### src/rtl/seq_serializer.sv
// Parallel-to-serial frame converter feeding a downstream sequence detector.
// Optional macro SEQ_SER_PARITY_EN appends an even-parity bit after the data bits.
module seq_serializer #(
  parameter int WIDTH     = 8,
  parameter bit MSB_FIRST = 1'b1
) (
  input  logic             clk,
  input  logic             rst_n,
  input  logic [WIDTH-1:0] din,
  input  logic             din_valid,
  output logic             din_ready,
  output logic             t,
  output logic             t_valid,
  output logic             t_last
);

`ifdef SEQ_SER_PARITY_EN
  localparam int N = WIDTH + 1;
`else
  localparam int N = WIDTH;
`endif
  localparam int CW = $clog2(WIDTH + 2);
  localparam logic [CW-1:0] LAST = CW'(N - 1);

  typedef enum logic {IDLE, SHIFT} state_t;

  state_t        state, state_nxt;
  logic [N-1:0]  shreg, shreg_nxt;
  logic [CW-1:0] cnt, cnt_nxt;
  logic [N-1:0]  frame;
  logic          xfer;

  // The outgoing bit always sits at the end of shreg that the shift empties from,
  // so the parity bit is placed at the opposite end to land after the data.
`ifdef SEQ_SER_PARITY_EN
  assign frame = MSB_FIRST ? {din, ^din} : {^din, din};
`else
  assign frame = din;
`endif

  always_comb begin
    state_nxt = state;
    shreg_nxt = shreg;
    cnt_nxt   = cnt;
    din_ready = 1'b0;
    t         = 1'b0;
    t_valid   = 1'b0;
    t_last    = 1'b0;
    xfer      = 1'b0;
    case (state)
      IDLE: begin
        din_ready = 1'b1;
      end
      SHIFT: begin
        t_valid   = 1'b1;
        t         = MSB_FIRST ? shreg[N-1] : shreg[0];
        t_last    = (cnt == LAST);
        din_ready = t_last;
        shreg_nxt = MSB_FIRST ? (shreg << 1) : (shreg >> 1);
        cnt_nxt   = cnt + 1'b1;
        if (t_last) state_nxt = IDLE;
      end
      default: state_nxt = IDLE;
    endcase
    xfer = din_valid & din_ready;
    if (xfer) begin
      state_nxt = SHIFT;
      shreg_nxt = frame;
      cnt_nxt   = '0;
    end
  end

  always_ff @(posedge clk or negedge rst_n) begin
    if (!rst_n) begin
      state <= IDLE;
      shreg <= '0;
      cnt   <= '0;
    end else begin
      state <= state_nxt;
      shreg <= shreg_nxt;
      cnt   <= cnt_nxt;
    end
  end

endmodule

### config.mk
export PLATFORM = sky130hd
export DESIGN_NAME = seq_serializer
export DESIGN_NICKNAME = d
export VERILOG_FILES = /design/src/rtl/seq_serializer.sv
export SDC_FILE = /design/constraint.sdc
export NUM_CORES = 1
export LEC_CHECK = 0
export ABC_AREA = 1
export ABC_CLOCK_PERIOD_IN_PS = 1850
export BUFFER_PORTS_ARGS = -buffer_cell sky130_fd_sc_hd__clkbuf_2
export CELL_PAD_IN_SITES_DETAIL_PLACEMENT = 1
export CELL_PAD_IN_SITES_GLOBAL_PLACEMENT = 2
export CORE_UTILIZATION = 31
export DETAILED_ROUTE_END_ITERATION = 7
export GPL_TIMING_DRIVEN = 0
export PLACE_DENSITY = 0.81
export SETUP_SLACK_MARGIN = 0.3
export SYNTH_ARGS = -nofsm -noshare
export SYNTH_HDL_FRONTEND = slang
export SYNTH_SLANG_ARGS = --single-unit
### constraint.sdc
create_clock -name clk -period 1.85 [get_ports clk]
set_input_delay 0.37 -clock clk [delete_from_list [all_inputs] [get_ports clk]]
set_output_delay 0.37 -clock clk [all_outputs]
set_load 0.005 [all_outputs]
==> impl_metrics.ini <==
[critical_path]
crit_fanout = 2
arrival_ns = 1.24
path_class = reg -> out
cp.required_ns = 1.48
worst_setup_path_end_kind = primary output
worstSetupStartpointType = flip-flop

[die]
dieArea_um2 = 2460
std_cell_rows = 16
initial_core_util = 0.344
die_y_um = 49.6
io_pins = 15
die_w_um = 49.6
coreArea_um2 = 2040

[placed_design]
port_buffers = 14
place_congestion = 0.704
post-dp-hpwl_um = 1180
place_inst = 130

[cts]
clk_path_buf_depth = 2
clk_latency_ns = 0.28
cts_tree = done
cts_max_level = 1
clock-root-buffer = clkbuf_4
clock_sinks = 13
cts-buffers-inserted = 3
path_clk_slew_ns = 0.09

[layout]
insertedDiodeCount = 0
fillers = 273
area_delta_synth_final_pct = 28.5
layout-drive-gt1-share = 0.322
mostFrequentLayoutCells = 20 x nand2_1, 16 x nand3_1, 14 x clkbuf_2
nets = 128
final_cells = 142
final_common_cell = nand2_1

[timing]
setup_viol = 0
fmax_mhz = 620
period_needed_ns = 1.61
whs_ns = 0.336
rsz0062_at_grt = yes
slew-limit-headroom = 0.765
drv_slew = 0
fin_skew_ns = 0.00248
period_share = 0.872
tightest_slew_ns = 0.352
hold_viol = 0
setup-tns-final_ns = 0

[global_route]
antenna_found_initial = 0
grt_pass1_vias = 669
grt.total_usage = 0.177
grt_overflow = 0
grt_max_degree = 14
grt_pass1_wl_um = 3130

[yosys]
synth_fa_ha_area_frac = 0.0178
synth-compound-area-share = 0.0339
ys_warn_count = 0
synthMuxAreaShare = 0
ys_top_cells_by_area = dfrtp_1 46%, nand3_1 12%, nand2_1 11%
syn_area_um2 = 702
synth_top_family_by_area = simple AND/OR/NAND/NOR gates
yosys.area_share.simple = 0.353
synth_top_area_share = 0.463
ys_seq_area_frac = 0.463
synth_top_cell_by_area = dfrtp_1
synth_cells = 89
synth-seq-cells = 13
synth_nets = 101
syn_avg_cell_area_um2 = 7.89
synth_xor_xnor_area_share = 0.0125
synth.distinct_cells = 16

[route]
num_vias = 658
drc = 0
drtPass1Iterations = 4
avgViaCountPerCell = 4.63
drt_iter0_markers = 3
wl_per_cell_um = 12.9
routed_wirelength_um = 1840
drtAntennaViolNets = 0

[power]
power.density_nw_per_um2 = 1410
total_power_mw = 1.27
p_leak_nw = 0.476
worst_ir_drop_vdd_uv = 548

[job]
drv_cap = 0

[worst_hold_path]
hold_class = in -> reg

[run_status]
run_status = completed
==> final timing paths <==
path / endpoint / slack (ns) / cells after the start / from
max: din_ready / 0.24 / 5 / cnt[0]
min: shreg[4] / 0.34 / 3 / din[4]
max reg2reg: shreg[6] / 0.56 / 7 / cnt[0]
min reg2reg: shreg[3] / 0.50 / 2 / shreg[3]
max in group asynchronous: shreg[0] / 1.08 / 2 / rst_n
min in group asynchronous: shreg[6] / 0.52 / 2 / rst_n
==> sequential cells by signal, indices dropped and copies added, names as in the netlist <==
name	count
shreg	8
state	1
cnt	4
==> cells by family (layout without fill, tap and decap cells) <==
group	Yosys count	count (layout)
XOR/XNOR	1	1
buffers and inverters	16	42
AND/OR/NAND/NOR	54	54
adder cells (fa/ha/maj)	1	1
flip-flops	13	13
AO/OA/AOI/OAI	4	4
==> synth_stat cells (all sizes together) <==
| master | n |
|---|---|
| nand2 | 23 |
| nand3 | 18 |
| dfrtp | 13 |
| nor2 | 13 |
| inv | 12 |
| buf | 4 |
| a21oi | 3 |
| ha | 1 |
| o21ai | 1 |
| xnor2 | 1 |
==> stage by stage <==
step	setup WS, ns	cell area, um2	util
floorplan	0.558	702	-
global placement	0.373	806	0.395
detailed placement	0.361	806	0.395
CTS	0.235	887	0.434
global route	0.191	902	0.442
finish	0.237	902	0.442
==> layout make-up <==
cell class / count / area (um2) / share of cell area
Clock buffer: 4 / 26.3 / 0.0291
Multi-Input combinational cell: 60 / 300 / 0.333
Tap cell: 27 / 33.8 / 0.0374
Timing Repair Buffer: 22 / 133 / 0.147
Sequential cell: 13 / 325 / 0.361
Inverter: 12 / 45.0 / 0.0499
Buffer: 4 / 38.8 / 0.0430
==> report_power, final <==
group | internal, mW | leakage (nW) | total [mW] | switching (mW)
Sequential | 0.397 | 0.164 | 0.468 | 0.0712
Combinational | 0.306 | 0.297 | 0.622 | 0.316
Clock | 0.0837 | 0.0150 | 0.184 | 0.100
==> repair_timing <==
action,in CTS,in global routing
hold endpoints to repair,13,0
resized for setup,2,0
setup buffers,5,2
hold buffers,1,0
endpoints found under the setup margin,2,2
pin swaps,3,2
==> layer usage <==
metal	routed length [um]	global-route usage	vias to the layer above
met3	66	0.0370	4
li1	-	-	329
met5	0	0	-
met4	27	0.0857	0
met2	873	0.295	15
met1	870	0.214	310
==> critical path, cell delays in order (launching register included) <==
cell,delay (ns)
dfrtp_1,0.40
ha_2,0.21
nand3_2,0.08
nand2_2,0.06
buf_6,0.12
clkbuf_2,0.10
Power figures use the tool's default switching activity.
